<file path="src/rtl/seven_seg_scroller.sv">
// Multi-digit seven-segment display engine: a character buffer viewed through a
// sliding window of DIGITS characters, with optional timed scrolling and blinking.
// Segment outputs are active-low, bit order abcdefg (bit 6 = a).
module seven_seg_scroller #(
    parameter int unsigned DIGITS      = 4,
    parameter int unsigned DEPTH       = 16,
    parameter int unsigned TICKS       = 12_500_000,
    parameter int unsigned BLINK_TICKS = 6_250_000
) (
    input  logic                     clk,
    input  logic                     reset_n,
    input  logic                     wr_en,
    input  logic [$clog2(DEPTH)-1:0] wr_addr,
    input  logic [5:0]               wr_data,
    input  logic [$clog2(DEPTH):0]   msg_len,
    input  logic [1:0]               mode,
    output logic [7*DIGITS-1:0]      segments,
    output logic [$clog2(DEPTH)-1:0] window_pos,
    output logic                     wrap
);

    localparam int unsigned AW = $clog2(DEPTH);
    localparam int unsigned TW = (TICKS > 1) ? $clog2(TICKS) : 1;
    localparam int unsigned BW = (BLINK_TICKS > 1) ? $clog2(BLINK_TICKS) : 1;

    localparam logic [5:0] CodeBlank = 6'd63;

    // Active-low glyph table; codes 36..63 are blank.
    function automatic logic [6:0] glyph(input logic [5:0] code);
        logic [6:0] g;
        case (code)
            6'd0:    g = 7'b000_0001;
            6'd1:    g = 7'b100_1111;
            6'd2:    g = 7'b001_0010;
            6'd3:    g = 7'b000_0110;
            6'd4:    g = 7'b100_1100;
            6'd5:    g = 7'b010_0100;
            6'd6:    g = 7'b010_0000;
            6'd7:    g = 7'b000_1111;
            6'd8:    g = 7'b000_0000;
            6'd9:    g = 7'b000_0100;
            6'd10:   g = 7'b000_1000; // A
            6'd11:   g = 7'b110_0000; // b
            6'd12:   g = 7'b011_0001; // C
            6'd13:   g = 7'b100_0010; // d
            6'd14:   g = 7'b011_0000; // E
            6'd15:   g = 7'b011_1000; // F
            6'd16:   g = 7'b010_0001; // G
            6'd17:   g = 7'b110_1000; // h
            6'd18:   g = 7'b111_1001; // I
            6'd19:   g = 7'b100_0011; // J
            6'd20:   g = 7'b101_0000; // K
            6'd21:   g = 7'b111_0001; // L
            6'd22:   g = 7'b010_1011; // M
            6'd23:   g = 7'b110_1010; // n
            6'd24:   g = 7'b110_0010; // o
            6'd25:   g = 7'b001_1000; // P
            6'd26:   g = 7'b000_1100; // q
            6'd27:   g = 7'b111_1010; // r
            6'd28:   g = 7'b010_0100; // S
            6'd29:   g = 7'b111_0000; // t
            6'd30:   g = 7'b100_0001; // U
            6'd31:   g = 7'b110_0011; // v
            6'd32:   g = 7'b101_0100; // W
            6'd33:   g = 7'b100_1000; // X
            6'd34:   g = 7'b100_0100; // y
            6'd35:   g = 7'b001_0010; // Z
            default: g = 7'b111_1111;
        endcase
        return g;
    endfunction

    logic [5:0]          buf_q [DEPTH];
    logic [1:0]          mode_q;
    logic [TW-1:0]       tick_q, tick_d;
    logic [BW-1:0]       blink_q, blink_d;
    logic                phase_q, phase_d;
    logic [AW-1:0]       window_pos_q, window_pos_d;
    logic                wrap_q, wrap_d;
    logic [7*DIGITS-1:0] segments_q, segments_d;

    logic [AW:0] len_eff;
    logic [AW:0] win_inc;
    logic [AW:0] idx, idx_inc;
    logic        mode_chg, win_oor, tick_tc, blink_tc, wr_ok;

    assign len_eff  = ((msg_len == '0) || (msg_len > (AW+1)'(DEPTH))) ? (AW+1)'(DEPTH) : msg_len;
    assign win_inc  = {1'b0, window_pos_q} + (AW+1)'(1);
    assign win_oor  = {1'b0, window_pos_q} >= len_eff;
    assign mode_chg = (mode != mode_q);
    assign tick_tc  = (tick_q == TW'(TICKS - 1));
    assign blink_tc = (blink_q == BW'(BLINK_TICKS - 1));
    assign wr_ok    = ({1'b0, wr_addr} < (AW+1)'(DEPTH));

    // Next-state for scroll position, tick/blink counters and the wrap pulse.
    always_comb begin
        tick_d       = tick_q;
        blink_d      = blink_q;
        phase_d      = phase_q;
        window_pos_d = window_pos_q;
        wrap_d       = 1'b0;
        if (mode_chg) begin
            // A new mode restarts the display from a known state.
            tick_d       = '0;
            blink_d      = '0;
            phase_d      = 1'b1;
            window_pos_d = '0;
        end else begin
            if (mode_q[0]) begin
                tick_d = tick_tc ? '0 : tick_q + TW'(1);
                if (win_oor) begin
                    // Message shrank under the window: snap back silently.
                    window_pos_d = '0;
                end else if (tick_tc) begin
                    if (win_inc == len_eff) begin
                        window_pos_d = '0;
                        wrap_d       = 1'b1;
                    end else begin
                        window_pos_d = win_inc[AW-1:0];
                    end
                end
            end else begin
                tick_d       = '0;
                window_pos_d = '0;
            end
            if (mode_q[1]) begin
                blink_d = blink_tc ? '0 : blink_q + BW'(1);
                if (blink_tc) begin
                    phase_d = ~phase_q;
                end
            end else begin
                blink_d = '0;
                phase_d = 1'b1;
            end
        end
    end

    // Decode the visible window, leftmost digit first, wrapping modulo len_eff.
    always_comb begin
        segments_d = '1;
        idx        = win_oor ? '0 : {1'b0, window_pos_q};
        idx_inc    = '0;
        for (int d = DIGITS - 1; d >= 0; d--) begin
            if (phase_q) begin
                segments_d[7*d +: 7] = glyph(buf_q[idx[AW-1:0]]);
            end
            idx_inc = idx + (AW+1)'(1);
            idx     = (idx_inc >= len_eff) ? '0 : idx_inc;
        end
    end

    // Message buffer; cleared to blank on reset.
    always_ff @(posedge clk or negedge reset_n) begin
        if (!reset_n) begin
            for (int i = 0; i < DEPTH; i++) begin
                buf_q[i] <= CodeBlank;
            end
        end else if (wr_en && wr_ok) begin
            buf_q[wr_addr] <= wr_data;
        end
    end

    // Control state and registered outputs.
    always_ff @(posedge clk or negedge reset_n) begin
        if (!reset_n) begin
            mode_q       <= 2'b00;
            tick_q       <= '0;
            blink_q      <= '0;
            phase_q      <= 1'b1;
            window_pos_q <= '0;
            wrap_q       <= 1'b0;
            segments_q   <= '1;
        end else begin
            mode_q       <= mode;
            tick_q       <= tick_d;
            blink_q      <= blink_d;
            phase_q      <= phase_d;
            window_pos_q <= window_pos_d;
            wrap_q       <= wrap_d;
            segments_q   <= segments_d;
        end
    end

    assign segments   = segments_q;
    assign window_pos = window_pos_q;
    assign wrap       = wrap_q;

endmodule

</file>
<file path="config.mk">
export PLATFORM = sky130hd
export DESIGN_NAME = seven_seg_scroller
export DESIGN_NICKNAME = d
export VERILOG_FILES = /design/src/rtl/seven_seg_scroller.sv
export SDC_FILE = /design/constraint.sdc
export NUM_CORES = 1
export LEC_CHECK = 0
export CORE_MARGIN = 1
export CORE_UTILIZATION = 35
export DETAILED_ROUTE_END_ITERATION = 12
export PLACE_DENSITY_LB_ADDON = 0.1
export SLEW_MARGIN = 20
export SYNTH_ARGS = -nofsm -noshare
export SYNTH_HDL_FRONTEND = slang
export SYNTH_SLANG_ARGS = --single-unit
</file>
<file path="constraint.sdc">
create_clock -name clk -period 35.2 [get_ports clk]
set_clock_uncertainty 0.1 [all_clocks]
set_input_delay 3.52 -clock clk [delete_from_list [all_inputs] [get_ports clk]]
set_output_delay 3.52 -clock clk [all_outputs]
set_load 0.02 [all_outputs]
</file>
==> results of run 1 <==
==> final cells by class <==
cell class / instances / area, um^2 / share of cell area
Timing Repair Buffer: 86 / 779 / 0.0502
Clock buffer: 18 / 439 / 0.0283
Inverter: 64 / 240 / 0.0155
Clock inverter: 14 / 174 / 0.0112
Multi-Input combinational cell: 1220 / 8630 / 0.555
Sequential cell: 179 / 4640 / 0.298
Tap cell: 518 / 648 / 0.0417
==> metrics by stage <==
stage          utilization  hold WS [ns]  total power, mW
6_report             0.399         0.378            0.898
5_1_grt              0.399         0.399            0.951
4_1_cts              0.399         0.383            0.899
3_5_place_dp         0.383         0.373            0.691
3_3_place_gp         0.383         0.371            0.693
2_1_floorplan            -         0.348            0.560
==> path summary, 6_finish.rpt <==
check                                    from            end  slack [ns]
min in group asynchronous             reset_n  window_pos[1]        2.94
worst max-delay path               msg_len[0]    segments[3]       16.99
worst max register to register  window_pos[3]    segments[3]       21.12
worst min-delay path               blink_q[0]     blink_q[0]        0.38
max in group asynchronous             reset_n    blink_q[18]       30.16
worst min register to register     blink_q[0]     blink_q[0]        0.38
==> routing by layer <==
metal	part of all wire	up-vias	routed length (um)	global-route usage
met2	0.45	511	22100	0.384
met4	0.035	0	1710	0.103
met5	0	-	0	0
li1	-	5820	-	-
met3	0.065	76	3200	0.0447
met1	0.45	6196	22000	0.332
==> cells in the mapped netlist (31+ instances only) <==
library cell	instances
sky130_fd_sc_hd__nand2_1	188
sky130_fd_sc_hd__dfstp_2	125
sky130_fd_sc_hd__nor2_1	119
sky130_fd_sc_hd__mux2_2	105
sky130_fd_sc_hd__mux2i_1	78
sky130_fd_sc_hd__o21ai_0	78
sky130_fd_sc_hd__nand3_1	71
sky130_fd_sc_hd__clkbuf_1	69
sky130_fd_sc_hd__inv_1	62
sky130_fd_sc_hd__dfrtp_1	54
sky130_fd_sc_hd__ha_1	52
sky130_fd_sc_hd__o211ai_1	42
sky130_fd_sc_hd__a21oi_1	41
sky130_fd_sc_hd__and3_1	35
sky130_fd_sc_hd__a221oi_1	31
==> report_power, final <==
| group | total [mW] | switching (mW) | leakage, nW | internal [mW] |
|---|---|---|---|---|
| Clock | 0.203 | 0.0884 | 0.302 | 0.114 |
| Sequential | 0.334 | 0.0546 | 2.06 | 0.279 |
| Combinational | 0.361 | 0.207 | 3.71 | 0.154 |
| Total | 0.898 | 0.350 | 6.08 | 0.548 |
==> state kept, by name (all words and copies together), names as in the netlist <==
| register | cells |
|---|---|
| blink_q | 23 |
| buf_q | 96 |
| mode_q | 2 |
| phase_q | 1 |
| segments | 28 |
| tick_q | 24 |
| window_pos | 4 |
| wrap | 1 |
==> worst max-delay path, delay by kind of cell <==
kind                     cells  cell delay (ns)
adder cells (fa/ha/maj)      9             3.01
XOR/XNOR                     1             0.45
AND/OR/NAND/NOR             11             3.70
AO/OA/AOI/OAI               18             5.15
buffers and inverters       10             2.17
multiplexers                 1             0.45
==> logic make-up (layout without fill, tap and decap cells) <==
group / Yosys count / after routing
fa+ha+maj: 52 / 52
flops: 179 / 179
xor+xnor: 54 / 54
compound gates: 410 / 410
mux: 188 / 188
simple gates: 516 / 516
buf+inv: 171 / 182
==> results.md, run 1 <==
STA:
- The worst path meets setup with 16.99 ns of slack.
- For the pin with the worst max-slew slack, the measured transition is 1.10 ns.
- Static timing analysis puts the maximum clock frequency at 0.0549 GHz.
- The routed design could run at a clock period as short as 18.21 ns.
- The count of pins over their slew limit was 0.
- Setup violations remaining at the end of the flow were counted as 0.
- The setup TNS is 0 ns.
- The normalized max-slew margin is 0.267.
- Setup repair after global routing left no endpoint under its margin.
- The share of the cycle needed by the critical path after routing is 0.517.
- The final count of hold timing violations was 0.

Setup path:
- The arrival time at the worst endpoint is 18.50 ns.
- The most repeated library cell on the critical path is sky130_fd_sc_hd__ha_1.
- The data required time at the worst endpoint is 35.49 ns.
- The launching element type of the critical path is an input port.
- The critical path's slowest cell is sky130_fd_sc_hd__and2_1.
- Measured in cells, the most critical reg-to-reg path has a length of 45.
- Along the worst path, the maximum fanout reaches 28.
- On the worst path, the slowest cell contributes a delay of 0.94 ns.
- The critical path is of the in -> reg type.
- The worst setup path is captured at a register.

Synth:
- The number of instances in the synthesized netlist is 1570.
- The multiplexer share of the synthesized area is 0.148.
- The leading area contributor after synthesis is sky130_fd_sc_hd__dfstp_2.
- The post-synthesis cell type count is 88.
- The Yosys step of the flow raised 0 warnings.
- The number of nets handed over by synthesis was 1642.
- The mean cell area of the mapped netlist is 8.85 um^2.
- Of the total synthesized cell area, the portion taken by full adders, half adders and majority gates is 0.0468.
- Summing every instance area after synthesis gives 13900 um^2.
- For this run, asynchronously set or reset flops after synthesis account for 1.00.
- The post-synthesis compound-gate area fraction was 0.214.
- The post-synthesis share of cell area spent on and, or, nand and nor gates is 0.172.
- The number of enable flip-flop cells after synthesis is 0.
- The fraction of post-synthesis cell area in the top cell type by area is 0.236.
- The dominant combinational cell family by area after synthesis is compound AO/OA/AOI/OAI gates.
- Among all flip-flop cells after synthesis, the most frequent one is sky130_fd_sc_hd__dfstp_2.
- Of the synthesized area, sequential elements account for 0.334.
- The synthesized design contains 179 register bits.
- Of the total synthesized cell area, the portion taken by XOR and XNOR cells is 0.0346.
- Sorting the synthesized cells by area gives the leading types as sky130_fd_sc_hd__dfstp_2 (24%), sky130_fd_sc_hd__dfrtp_1 (9.7%), sky130_fd_sc_hd__mux2_2 (8.5%), sky130_fd_sc_hd__mux2i_1 (5.6%), sky130_fd_sc_hd__nand2_1 (5.1%).

Drt:
- The violation count after the first detailed-route iteration is 1283.
- The detail route stage leaves a number of antenna-violating nets equal to 0.
- The first detailed-routing pass took 6 iterations.
- The via density per instance is 6.00.
- The routed design has 49000 um of wire.
- The routed wirelength normalized by instance count is 23.4 um.
- The number of DRC violations after detailed routing is 0.
- The total vias in the final route is 12600.

Final layout:
- In the layout the commonest cells are sky130_fd_sc_hd__nand2_1 (188), sky130_fd_sc_hd__dfstp_2 (125), sky130_fd_sc_hd__nor2_1 (119).
- The final instance count without filler cells is 2099.
- The fraction of layout instances using a drive strength above 1 is 0.210.
- The area added between synthesis and finish is 11.9%.
- The count of nets after finishing is 1640.
- The leading cell type in the layout, fill and taps excluded is sky130_fd_sc_hd__nand2_1.
- The filler cell count in the final layout is 3918.
- The post-layout instance area is 15500 um^2.
- The repair_antennas step left the layout with diodes totalling 0.

Clock tree:
- The insertion delay of the later-clocked pin in the worst-skew pair is 0.46 ns.
- In this run, post-CTS repair resized a total of 0 instances.
- In this run the number of H-tree levels came out at 4.
- TritonCTS built the clock tree.
- No sink is reached through more buffers than the 2 on the longest clock path.
- The hold buffer count at cts is 0.
- For this design, the sink count on the clock tree is 179.
- Clock-pin slew was measured on the worst setup and hold paths at 0.07 ns.
- The number of clock buffers added by TritonCTS is 17.
- Post-CTS timing repair inserted 0 buffers for setup.
- The tree is rooted in a sky130_fd_sc_hd__clkbuf_16.

Placement:
- The setup slack at placement is 16.83 ns.
- In this run, placement finished with an instance count of 2067.
- Routability-driven placement finished with a final weighted congestion of 0.958.
- During placement, the flow inserted port buffers numbering 52.
- After legalization and detailed placement, the total HPWL measured 34700 um.
- The post-placement cell area is 14900 um^2.

Run status:
- The run finished with clean final reports.

Power and ir drop:
- Across the VDD grid, the largest voltage drop is 0.0359 mV.
- In this run the power density over the cells is 57.8 nW/um^2.
- For this design the static power due to leakage is 6.08 nW.

Floorplan:
- The number of I/O pins is 53.
- The core region is 38900 um^2.
- The floorplan step defined a die boundary enclosing 40500 um^2.
- The initial utilization of the core area, before any placement, comes to 0.357.
- From left edge to right edge, the die measures 201 um.
- The total number of placement rows is 72.
- The die is 201 um tall.

Min path:
- The tightest min-delay check is of the reg -> reg type.
- Along the worst hold path, the cell count comes to 1.

Global routing:
- The number of global-route vias before repair is 12100.
- The initial antenna violation count is 0.
- The first global-routing pass estimated 76300 um of wire.
- In the global route stage, overall resource usage came out at 0.245.
- The overall overflow remaining after global route is 0.
- Entering global routing, the biggest net connects 72 pins.

Flow run:
- Max-cap violations in this run came to 0.
Note: power is estimated with default switching activity, not from simulation.
==> inputs of run 2 (changes only) <==
==> constraint.sdc (replaced) <==
create_clock -name clk -period 15 [get_ports clk]
set_clock_uncertainty 0.1 [all_clocks]
set_input_delay 1.5 -clock clk [delete_from_list [all_inputs] [get_ports clk]]
set_output_delay 1.5 -clock clk [all_outputs]
set_load 0.02 [all_outputs]
==> results.md, run 2 (synthesized netlist as in run 1, its figures left out) <==
Final layout:
- The area growth from synthesis to layout is 11.6%.
- The combined area of the multi-input logic cells is 8630 um^2 (about the same).
- The number of diodes is 0 (unchanged).
- The count of nets after finishing is 1641 (+0.061%).
- The fraction of layout instances using a drive strength above 1 is 0.210 (+0.000499).
- The number of flip-flops under the largest register name is 96 (unchanged).
- The area taken by flip-flops and latches is 4640 um^2 (unchanged).
- In the layout the commonest cells are sky130_fd_sc_hd__nand2_1 (188), sky130_fd_sc_hd__dfstp_2 (125), sky130_fd_sc_hd__nor2_1 (117).
- The leading cell type in the layout, fill and taps excluded is sky130_fd_sc_hd__nand2_1.
- The largest register by flop count is buf_q.
- The filler cell count in the final layout is 3928 (+0.26%).

Global routing:
- The first-pass GRT wire length is 75900 um (-0.49%).
- The overall overflow remaining after global route came to 0 (unchanged).
- The number of global-route vias before repair is 12100 (-0.24%).
- The overall global routing resource usage was 0.245 (-0.000648).
- The largest net degree at the start of global routing is 107 (+49%).
- The initial antenna violation count is 1 (+1).

STA:
- The actual transition at the worst max-transition pin is 1.08 ns (-0.0209 ns).
- The number of setup violations in the final report came to 0 (unchanged).
- The slack of the critical path is 0.915 ns (-16.08 ns).
- The count of pins over their slew limit was 0 (unchanged).
- Timing would allow up to 0.0710 GHz.
- Setup repair after global routing left no endpoint under its margin.
- The final count of hold timing violations is 0 (unchanged).
- The smallest clock period supported by the final layout is computed as 14.09 ns.
- The normalized max-slew margin is 0.277 (+0.00972).
- Dividing the final minimum period by the clock period gives 0.939.
- The setup TNS is 0 ns (unchanged).

Power and ir drop:
- The power density over the cells is 134 nW/um^2 (+130%).
- The worst voltage drop across the vdd grid is 0.0872 mV (+140%).
- The switching part of the total was 0.393 (+0.00330).
- The internal power consumption was 1.26 mW (+130%).
- The sequential fraction of design power came to 0.378 (+0.006).
- The static power due to leakage was 6.05 nW (-0.48%).
- The switching component of the power was 0.815 mW (+130%).
- The part of the power in combinational logic came to 0.410 (+0.008).
- The portion of total power attributed to the clock network was 0.213 (-0.013).

Floorplan:
- The total number of placement rows is 72 (unchanged).
- The initial core utilization is 0.357 (unchanged).
- The placeable core region came to 38900 um^2 (unchanged).
- The die area is 40500 um^2 (unchanged).
- The height of the chip is 201 um (unchanged).
- The number of I/O pins is 53 (unchanged).
- The chip width is 201 um (unchanged).

Drt:
- The violation count after the first detailed-route iteration is 1217 (-5.1%).
- The length of the first detailed-routing pass in iterations is 7 (+1).
- The via density per instance was 5.97 (-0.59%).
- The post-detailed-route count of antenna-violating nets is 0 (unchanged).
- The total vias in the final route is 12500 (-0.54%).
- The routed wirelength normalized by instance count is 23.5 um (+0.67%).
- The final wirelength is 49400 um (+0.72%).
- The number of DRC violations after detailed routing is 0 (unchanged).

Setup path:
- Among all stages on the critical path, the largest delay is contributed by sky130_fd_sc_hd__or4_1.
- The launching element type of the critical path is an input port.
- The kind of end point of the critical path is a register.
- The path depth of the worst reg2reg path is 44 (-2.2%).
- The most numerous cell type found on the critical path is sky130_fd_sc_hd__ha_1.
- The maximum fanout count along the critical path came to 23 (-18%).
- The data required time at the worst endpoint is 15.28 ns (-20.21 ns).
- The critical path is of the in -> reg type.
- The largest incremental delay on the critical path is 0.53 ns (-0.41 ns).
- The arrival time at the worst endpoint came to 14.37 ns (-4.13 ns).

Clock tree:
- The library cell used as clock root buffer is sky130_fd_sc_hd__clkbuf_16.
- The number of clock buffers inserted by TritonCTS is 17 (unchanged).
- The deepest clock path buffer count came to 2 (unchanged).
- The sink count of the clock tree is 179 (unchanged).
- The number of H-tree levels is 4 (unchanged).
- The insertion delay of the later-clocked pin in the worst-skew pair came to 0.47 ns (about the same).
- The hold buffer count at cts is 0 (unchanged).
- The clock input transition at the sequential cells of the worst setup and hold paths is 0.06 ns (about the same).
- TritonCTS built the clock tree.

Min path:
- The hold-critical path depth is 1 (unchanged).
- The path class of the tightest hold or removal check is reg -> reg.

Placement:
- The setup slack at placement was 0.441 ns (-16.39 ns).
- The final RePlAce weighted congestion was 0.967 (+1.0%).
- The post-DP HPWL was 34700 um (about the same).
- The total of buffers placed on input and output ports is 52 (unchanged).

Run status:
- The run finished with clean final reports.

Flow run:
- The max capacitance violation total was 0 (unchanged).
run 2: changes by cell type in the layout (fill, tap and decap cells not counted), sizes merged:
cell	previous run	this run
clkinvlp	1	0
clkinv	7	9
buf	34	35
bufinv	3	1
inv	67	65
clkbuf	19	22
run 2: critical path: cells and delay by family:
kind | cells | cell delay, ns
XOR/XNOR | 2 | 0.42
AO/OA/AOI/OAI | 17 | 5.02
multiplexers | 1 | 0.46
adder cells (fa/ha/maj) | 8 | 2.43
buffers and inverters | 7 | 1.38
AND/OR/NAND/NOR | 13 | 3.06
run 2: cell type report:
class                      count  share of cell area
clock buffer                  21              0.0298
inverter                      64              0.0155
sequential                   179               0.299
multi-input combinational   1220               0.557
timing repair buffer          87              0.0508
clock inverter                11             0.00646
tap                          518              0.0418
run 2: what timing repair did:
action | 4_1_cts | 5_1_grt
endpoints found under the hold margin | 0 | 0
setup buffers | 0 | 0
gates resized for setup | 0 | 1
setup endpoints to repair | 0 | 1
run 2: routing by layer:
| layer | wire length, um | track usage |
|---|---|---|
| met2 | 21300 | 0.371 |
| met5 | 0 | 0 |
| met4 | 2130 | 0.104 |
| met1 | 22100 | 0.329 |
| met3 | 3780 | 0.0624 |
run 2: power groups by stage:
stage	registers, mW	clock network [mW]	logic [mW]
2_1_floorplan	0.772	0	0.541
3_5_place_dp	0.785	0	0.836
6_report	0.783	0.440	0.848
5_1_grt	0.793	0.473	0.924
4_1_cts	0.777	0.458	0.841
3_3_place_gp	0.786	0	0.840
run 2: final timing paths:
| kind | startpoint | end | slack [ns] |
|---|---|---|---|
| hold reg to reg | blink_q[0] | blink_q[0] | 0.38 |
| max in group asynchronous | reset_n | blink_q[21] | 12.27 |
| hold / removal | blink_q[0] | blink_q[0] | 0.38 |
| setup / recovery | msg_len[0] | segments[3] | 0.91 |
| min in group asynchronous | reset_n | window_pos[2] | 1.04 |
| setup reg to reg | window_pos[2] | segments[3] | 2.73 |
run 2: per-stage QoR:
step | std cells | hold slack (ns) | power [mW] | area (um^2) | util
floorplan | 1570 | 0.348 | 1.31 | 13900 | -
global placement | 2068 | 0.378 | 1.63 | 14900 | 0.383
detailed placement | 2068 | 0.379 | 1.62 | 14900 | 0.383
CTS | 2100 | 0.387 | 2.08 | 15500 | 0.398
global route | 2100 | 0.406 | 2.19 | 15500 | 0.398
finish | 2100 | 0.379 | 2.07 | 15500 | 0.398
